`config.mk`:
```
export PLATFORM = sky130hd
export DESIGN_NAME = qlf_k4n8_cfg_loader
export DESIGN_NICKNAME = d
export VERILOG_FILES = /design/src/rtl/qlf_k4n8_cfg_pkg.sv /design/src/rtl/qlf_k4n8_cfg_tick.sv /design/src/rtl/qlf_k4n8_cfg_loader.sv
export SDC_FILE = /design/constraint.sdc
export NUM_CORES = 1
export LEC_CHECK = 0
export BUFFER_PORTS_ARGS = -buffer_cell sky130_fd_sc_hd__buf_2
export CELL_PAD_IN_SITES_DETAIL_PLACEMENT = 2
export CELL_PAD_IN_SITES_GLOBAL_PLACEMENT = 2
export CORE_MARGIN = 3
export CORE_UTILIZATION = 28
export DETAILED_ROUTE_END_ITERATION = 8
export PLACE_DENSITY = 0.78
export SYNTH_ARGS = -nofsm -noshare
export SYNTH_HDL_FRONTEND = slang
export SYNTH_SLANG_ARGS = --single-unit
```
`constraint.sdc`:
```
create_clock -name clk -period 2.5 [get_ports clk]
set_input_delay 0.5 -clock clk [delete_from_list [all_inputs] [get_ports clk]]
set_output_delay 0.5 -clock clk [all_outputs]
set_load 0.02 [all_outputs]
```
`src/rtl/qlf_k4n8_cfg_pkg.sv`:
```
// Shared types and sizing helpers for the K4N8 cluster
// configuration-chain loader.
package qlf_k4n8_cfg_pkg;

  typedef enum logic [2:0] {
    ST_IDLE,
    ST_FETCH,
    ST_SHIFT,
    ST_RB_SHIFT,
    ST_RB_OUT,
    ST_FIN
  } state_t;

  function automatic int clog2(input int v);
    int r;
    r = 0;
    while ((1 << r) < v) r++;
    return r;
  endfunction

  function automatic int chain_len(input int nl, input int lb);
    return nl * lb;
  endfunction

  function automatic int nwords(
    input int nl,
    input int lb,
    input int w
  );
    return (nl * lb) / w;
  endfunction

endpackage

```
`src/rtl/qlf_k4n8_cfg_tick.sv`:
```
// Shift-rate divider: one tick every SHIFT_DIV enabled cycles,
// counted from the last clear.
module qlf_k4n8_cfg_tick
  import qlf_k4n8_cfg_pkg::*;
#(
  parameter int SHIFT_DIV = 1
) (
  input  logic clk,
  input  logic rst,
  input  logic clr,
  input  logic en,
  output logic tick
);

  localparam int CW =
    (clog2(SHIFT_DIV) < 1) ? 1 : clog2(SHIFT_DIV);
  localparam logic [CW-1:0] LAST = CW'(SHIFT_DIV - 1);

  logic [CW-1:0] cnt;

  assign tick = en && (cnt == LAST);

  always_ff @(posedge clk) begin
    if (rst || clr) begin
      cnt <= '0;
    end else if (en) begin
      cnt <= tick ? '0 : cnt + CW'(1);
    end
  end

endmodule

```
`src/rtl/qlf_k4n8_cfg_loader.sv`:
```
// Serial configuration-chain sequencer for one K4N8 cluster:
// stream write into the chain and non-destructive readback.
module qlf_k4n8_cfg_loader
  import qlf_k4n8_cfg_pkg::*;
#(
  parameter int NUM_LUTS  = 8,
  parameter int LUT_BITS  = 16,
  parameter int WORD_W    = 32,
  parameter int SHIFT_DIV = 1
) (
  input  logic              clk,
  input  logic              rst,
  input  logic              start,
  input  logic              readback,
  input  logic              abort,
  input  logic              s_valid,
  output logic              s_ready,
  input  logic [WORD_W-1:0] s_data,
  output logic              m_valid,
  input  logic              m_ready,
  output logic [WORD_W-1:0] m_data,
  output logic              cfg_shift,
  output logic              cfg_sdo,
  input  logic              cfg_sdi,
  output logic              busy,
  output logic              done,
  output logic              aborted
);

  localparam int CL  = chain_len(NUM_LUTS, LUT_BITS);
  localparam int NW  = nwords(NUM_LUTS, LUT_BITS, WORD_W);
  localparam int BCW = clog2(WORD_W + 1);
  localparam int WCW = clog2(NW + 1);

  localparam logic [BCW-1:0] BLAST = BCW'(WORD_W - 1);
  localparam logic [WCW-1:0] WNUM  = WCW'(NW);

  if (CL % WORD_W != 0) begin : g_bad_word_w
    $error("chain length must be a multiple of WORD_W");
  end
  if (SHIFT_DIV < 1) begin : g_bad_div
    $error("SHIFT_DIV must be at least 1");
  end

  state_t            state;
  state_t            state_d;
  logic [WORD_W-1:0] shreg;
  logic [BCW-1:0]    bcnt;
  logic [WCW-1:0]    wcnt;
  logic              aborted_q;
  logic              tick;
  logic              in_shift;
  logic              enter_shift;
  logic              take_abort;
  logic              last_bit;
  logic              more_words;

  assign in_shift = (state == ST_SHIFT)
                 || (state == ST_RB_SHIFT);
  assign take_abort = abort && (state != ST_IDLE);
  assign last_bit = (bcnt == BLAST);
  assign more_words = (wcnt < WNUM);
  assign enter_shift = (state_d != state)
    && ((state_d == ST_SHIFT) || (state_d == ST_RB_SHIFT));

  qlf_k4n8_cfg_tick #(
    .SHIFT_DIV(SHIFT_DIV)
  ) u_tick (
    .clk (clk),
    .rst (rst),
    .clr (enter_shift || take_abort),
    .en  (in_shift),
    .tick(tick)
  );

  always_comb begin
    state_d = state;
    unique case (state)
      ST_IDLE: begin
        if (start) begin
          state_d = readback ? ST_RB_SHIFT : ST_FETCH;
        end
      end
      ST_FETCH: begin
        if (s_valid) state_d = ST_SHIFT;
      end
      ST_SHIFT: begin
        if (tick && last_bit) begin
          state_d = more_words ? ST_FETCH : ST_FIN;
        end
      end
      ST_RB_SHIFT: begin
        if (tick && last_bit) state_d = ST_RB_OUT;
      end
      ST_RB_OUT: begin
        if (m_ready) begin
          state_d = more_words ? ST_RB_SHIFT : ST_FIN;
        end
      end
      ST_FIN: state_d = ST_IDLE;
      default: state_d = ST_IDLE;
    endcase
    if (take_abort) state_d = ST_IDLE;
  end

  always_ff @(posedge clk) begin
    if (rst) begin
      state     <= ST_IDLE;
      shreg     <= '0;
      bcnt      <= '0;
      wcnt      <= '0;
      aborted_q <= 1'b0;
    end else begin
      state     <= state_d;
      aborted_q <= take_abort;
      if (!take_abort) begin
        case (state)
          ST_IDLE: begin
            if (start) begin
              bcnt <= '0;
              wcnt <= '0;
            end
          end
          ST_FETCH: begin
            if (s_valid) begin
              shreg <= s_data;
              wcnt  <= wcnt + WCW'(1);
            end
          end
          ST_SHIFT: begin
            if (tick) begin
              shreg <= shreg >> 1;
              bcnt  <= last_bit ? '0 : bcnt + BCW'(1);
            end
          end
          ST_RB_SHIFT: begin
            if (tick) begin
              shreg <= {cfg_sdi, shreg[WORD_W-1:1]};
              bcnt  <= last_bit ? '0 : bcnt + BCW'(1);
              if (last_bit) wcnt <= wcnt + WCW'(1);
            end
          end
          default: ;
        endcase
      end
    end
  end

  // Readback recirculates the tail bit straight back into the head.
  always_comb begin
    cfg_shift = tick && !abort;
    cfg_sdo   = 1'b0;
    if (cfg_shift) begin
      cfg_sdo = (state == ST_SHIFT) ? shreg[0] : cfg_sdi;
    end
  end

  assign s_ready = (state == ST_FETCH) && !abort;
  assign m_valid = (state == ST_RB_OUT);
  assign m_data  = m_valid ? shreg : '0;
  assign busy    = (state != ST_IDLE);
  assign done    = (state == ST_FIN) && !abort;
  assign aborted = aborted_q;

endmodule

```
# [Word-level counts from Yosys, hierarchy flattened]
# Index checks and enable logic that the tools add are counted.
[totals] wordCells=75 in_bits=40 regBits=46 output_inout_bits=39
[op_classes] eq_ne=15 reduce_logical=21 magnitude_cmp=1 n_mux=27 bitwise_logic=2 add_sub_neg=3
[ops] cell="32-bit two-way mux" n=4
[ops] cell="32-bit case mux with 3 select lines" n=1
[ops] cell="3-bit two-way mux" n=12
[ops] cell="6-bit two-way mux" n=3
[ops] cell="3-bit case mux with 5 select lines" n=1
[ops] cell="3-bit by 2-bit equality test with 1-bit output, second input constant" n=4
[ops] cell="6-bit case mux with 2 select lines" n=1
[ops] cell="2-bit inequality test, second input constant" n=5
[ops] cell="3-bit case mux with 3 select lines" n=1
[ops] cell="3-bit nonzero test" n=3
[ops] cell="1-bit logical AND" n=7
[ops] cell="6-bit by 1-bit adder with 6-bit output, second input constant" n=1
[ops] cell="3-bit equality test, second input constant" n=2
[ops] cell="6-bit by 5-bit equality test with 1-bit output, second input constant" n=1
[ops] cell="6-bit AND reduction" n=1
[ops] cell="5-bit AND reduction" n=1
[ops] cell="1-bit logical OR" n=4
[ops] cell="4-bit AND reduction" n=1
[ops] cell="3-bit by 1-bit adder with 3-bit output, second input constant" n=1
[ops] cell="3-bit by 1-bit equality test with 1-bit output, second input constant" n=1
[ops] cell="3-bit zero test" n=1
[ops] cell="3-bit < comparator, second input constant" n=1
[ops] cell="1-bit two-way mux" n=3
[ops] cell="3-bit inequality test" n=1
[ops] cell="other kinds (7)" n=8

# [Depth between registers and ports, before layout]
[logic_depth] depth_word=12 depth_mapped=7 depth_no_buf=5

# [Modules after synthesis]
# From an unflattened synthesis, not the netlist that was laid out.
[hier_totals] cells_unflattened=319 hier_area_um2=2462.4
[by_module_without_submodules] mod="qlf_k4n8_cfg_loader" area_each_um2=2421.1 instances=1 seq_area_each_um2=900.9 cells_each=316
[by_module_without_submodules] mod="qlf_k4n8_cfg_tick" area_each_um2=41.3 instances=1 seq_area_each_um2=20.0 cells_each=3

# [Worst setup path after synthesis]
# Ideal clock, no wire load.
[synth_path] kind="register to output" startpoint="register state[2]" endpoint="output port cfg_sdo" path_buffers=2 arrival_time_ns=1.833 required_time_ns=2.000 slack_ns=0.167 path_stages_with_launch=5 path_cell_list="dfxtp_1 -> buf_2 -> buf_1 -> nor3_1 -> a21boi_0"
[synth_via] elab_chain_cells=5 elab_cells_between_ends=7 cone_classes="eq/ne: 2; mux: 2; reduce/logical: 3"
[synth_lines] element="start: declaration" line_no="qlf_k4n8_cfg_loader.sv:45" text="state_t state;"
[synth_lines] element="start signal: assignment" line_no="qlf_k4n8_cfg_loader.sv:114" text="state <= state_d;"
[synth_lines] element="3-bit by 2-bit equality test with 1-bit output (on tied branches)" line_no="qlf_k4n8_cfg_loader.sv:58, qlf_k4n8_cfg_loader.sv:59"
[synth_lines] element="1-bit logical OR (*)" line_no="qlf_k4n8_cfg_loader.sv:59" text="|| (state == ST_RB_SHIFT);"
[synth_lines] element="1-bit logical AND (*)" line_no="qlf_k4n8_cfg_tick.sv:21" text="assign tick = en && (cnt == LAST);"
[synth_lines] element="1-bit logical AND (*)" line_no="qlf_k4n8_cfg_loader.sv:151" text="cfg_shift = tick && !abort;"
[synth_lines] element="net cfg_shift" line_no="qlf_k4n8_cfg_loader.sv:22" text="output logic cfg_shift,"
[synth_lines] element="1-bit two-way mux (*)" line_no="qlf_k4n8_cfg_loader.sv:153" text="if (cfg_shift) begin"
[synth_lines] element="end: declaration" line_no="qlf_k4n8_cfg_loader.sv:23" text="output logic cfg_sdo,"
# The timed path passes the listed nets; every way through them passes the cells marked *.

# [Worst setup path in the final report]
[layout_path] startpoint="register state[0]" endpoint="output port done"
[layout_via] elab_chain_cells=2
[layout_lines] element="3-bit equality test" line_no="qlf_k4n8_cfg_loader.sv:162" text="assign done = (state == ST_FIN) && !abort;"
[layout_lines] element="1-bit logical AND" line_no="qlf_k4n8_cfg_loader.sv:162"
[layout_lines] element="end: declaration" line_no="qlf_k4n8_cfg_loader.sv:26" text="output logic done,"
# Every way passes these cells.

==> flow_summary.toml <==
[power]
vdd_drop_max_mv = 0.298
p_leak_nw = 1.30
power_mw = 1.94
power.density_nw_per_um2 = 628

[routing]
vias = 2557
wl_met3_um = 402
wl_um = 8270
routedWlPerCell_um = 16.6
ant_nets = 0
drtPass1Iterations = 4
maxUsedRoutingLayer = "met4"
route.detailed.drc = 0
dr_wl_met2_um = 3940
via_per_inst = 5.14
m1WireLength_um = 3890
drtIter0Drc = 59

[final_layout]
syn2layout_area_growth_pct = 24.7
layout_common_cells = "78 x buf_2, 69 x nand2_1, 45 x dfxtp_1, 41 x nor2_1, 33 x and2_1"
final_common_cell = "buf_2"
layout-drive-gt1-share = 0.263
fin_cells = 497
antenna_cells = 0
fillCellCount = 1029
seq_area_um2 = 922
multiInputGateArea_um2 = 1450
num-nets-final = 433

[synthesis]
ys_warn_count = 0
synth_adder_area_share = 0.0101
synthTopCellsByArea = "dfxtp_1 37%, a311oi_1 11%, nand2_1 10%, and2_1 8.3%, nor2_1 6.2%"
synth_top_area_frac = 0.371
synth_simple_gate_area_frac = 0.338
synth.area.mux_share = 0.00858
syn_area_um2 = 2480
yosys_most_used_dff = "dfxtp_1"
syn-instance-count = 326
yosys.cell_types.count = 45
synth_top_family_by_area = "simple AND/OR/NAND/NOR gates"
avgSynthCellArea_um2 = 7.61
synth_top_area_cell = "dfxtp_1"
ys_ff_latch = 46
synth_nets = 368
yosysSeqAreaShare = 0.371
synth_xor_area_frac = 0.0106
synthArstFlopShare = 0
synth-edff-count = 0
synth_compound_area_frac = 0.208

[floorplanning]
die_area_um2 = 10000
ioPinCount = 79
rows = 33
initial_utilization = 0.294
die_h_um = 100
fp.dieW_um = 100
core-area_um2 = 8420

[sta]
setup_viol = 0
rsz0062_at_grt = "no"
hold_viol = 0
slew_violations = 0
clock_skew_ns = 0.0101
fmax_mhz = 447
max_slew_margin = 0.649
worst_pin_slew_ns = 0.522
fin_crit_ns = 2.24
finalCritPeriodShare = 0.895
fin_tns_setup_ns = 0

[clocking]
clk_latency_ns = 0.30
cts_made_buffers = 5
post-cts-setup-buffers = 0
cts_tree = "done"
ctsResizeCount = 0
htree_levels = 2
clk_root_buffer_cell = "clkbuf_8"
cts.sink_count = 46
clk_transition_reported_paths_ns = 0.10
cts_buffer_depth = 2
hold_buffers = 0

[global_route]
grt_pass1_wl_um = 13700
grt_pass1_vias = 2765
antenna_found_initial = 0
grt-ovfl-total = 0
track_usage = 0.168
grt_max_degree = 65

[setup_path]
reg2reg_depth = 4
worstSetupEndpointType = "primary output"
reg2reg_setup_slack_ns = 0.36
critical_path.startpoint = "state[0]"
r2r_end = "wcnt[2]"
arrival_ns = 1.74
crit-reg2reg-launch = "state[0]"
crit_end = "done"
required_ns = 2.00
path_max_fanout = 12
startpoint_type = "flop"
worstSetupPathType = "reg -> out"

[placement]
io_buffers = 78
dp_hpwl_um = 6000
dp.cells = 489
gp_congestion = 0.762

[run]
cap_violations = 0

[worst_hold_path]
hp-class = "in -> reg"

[outcome]
status = "complete, no violations"
-- stage by stage --
step                utilization  instance area [um^2]  worst slack, ns  hold slack [ns]
floorplan                     -                  2480            0.167            0.452
global placement          0.354                  2980            0.505            0.469
detailed placement        0.354                  2980            0.430            0.487
CTS                       0.367                  3090            0.162            0.449
global route              0.367                  3090            0.154            0.450
finish                    0.367                  3090            0.264            0.452
-- cell usage after synthesis (4+ instances only) --
library cell,instances
nand2_1,69
nor3_1,5
a21oi_1,8
and2_1,33
buf_2,4
nor2_1,41
inv_1,5
a211oi_1,4
clkbuf_1,16
buf_1,6
a21o_1,4
dfxtp_1,46
a311oi_1,32
-- cell type report --
type,count,share of cell area
Multi-Input combinational cell,247,0.468
Sequential cell,46,0.298
Timing Repair Buffer,86,0.150
Tap cell,105,0.0425
Clock buffer,6,0.0235
Clock inverter,2,0.0121
Inverter,5,0.00607
-- critical path, cell delays in order (launching register included) --
cell     delay [ns]
dfxtp_1        0.60
inv_1          0.23
nor4b_1        0.37
buf_2          0.23
-- registers in the layout, indices dropped and copies added (netlist names) --
register	flops
state	3
shreg	32
aborted	1
wcnt	3
u_tick.cnt	1
bcnt	6
-- cells by family (layout without fill, tap and decap cells) --
logic type,Yosys count,in the layout
AO/OA/AOI/OAI,66,66
XOR/XNOR,3,3
adder cells (fa/ha/maj),2,2
buffers and inverters,33,99
flip-flops,46,46
multiplexers,2,2
AND/OR/NAND/NOR,174,174
-- report_power, final --
group	internal, mW	switching [mW]	leakage (nW)	total, mW
combinational	0.183	0.297	0.874	0.480
clock	0.299	0.268	0.0514	0.567
sequential	0.815	0.0795	0.375	0.894
-- per-layer routing --
metal  GRT usage  vias up
met4      0.0280        0
li1            -     1269
met3      0.0382        4
met2       0.291       57
met1       0.217     1227
met5           0        -
-- worst min-delay path by stage --
| stage | from | to | slack, ns | depth (start not counted) |
|---|---|---|---|---|
| 2_1_floorplan | wcnt[1] | wcnt[1] | 0.45 | 2 |
| 3_3_place_gp | wcnt[1] | wcnt[1] | 0.47 | 2 |
| 3_5_place_dp | wcnt[1] | wcnt[1] | 0.49 | 2 |
| 4_1_cts | s_data[23] | shreg[23] | 0.45 | 3 |
| 5_1_grt | s_data[23] | shreg[23] | 0.45 | 3 |
| 6_report | s_data[23] | shreg[23] | 0.45 | 3 |
No activity file was read; power rests on OpenSTA's default activity.
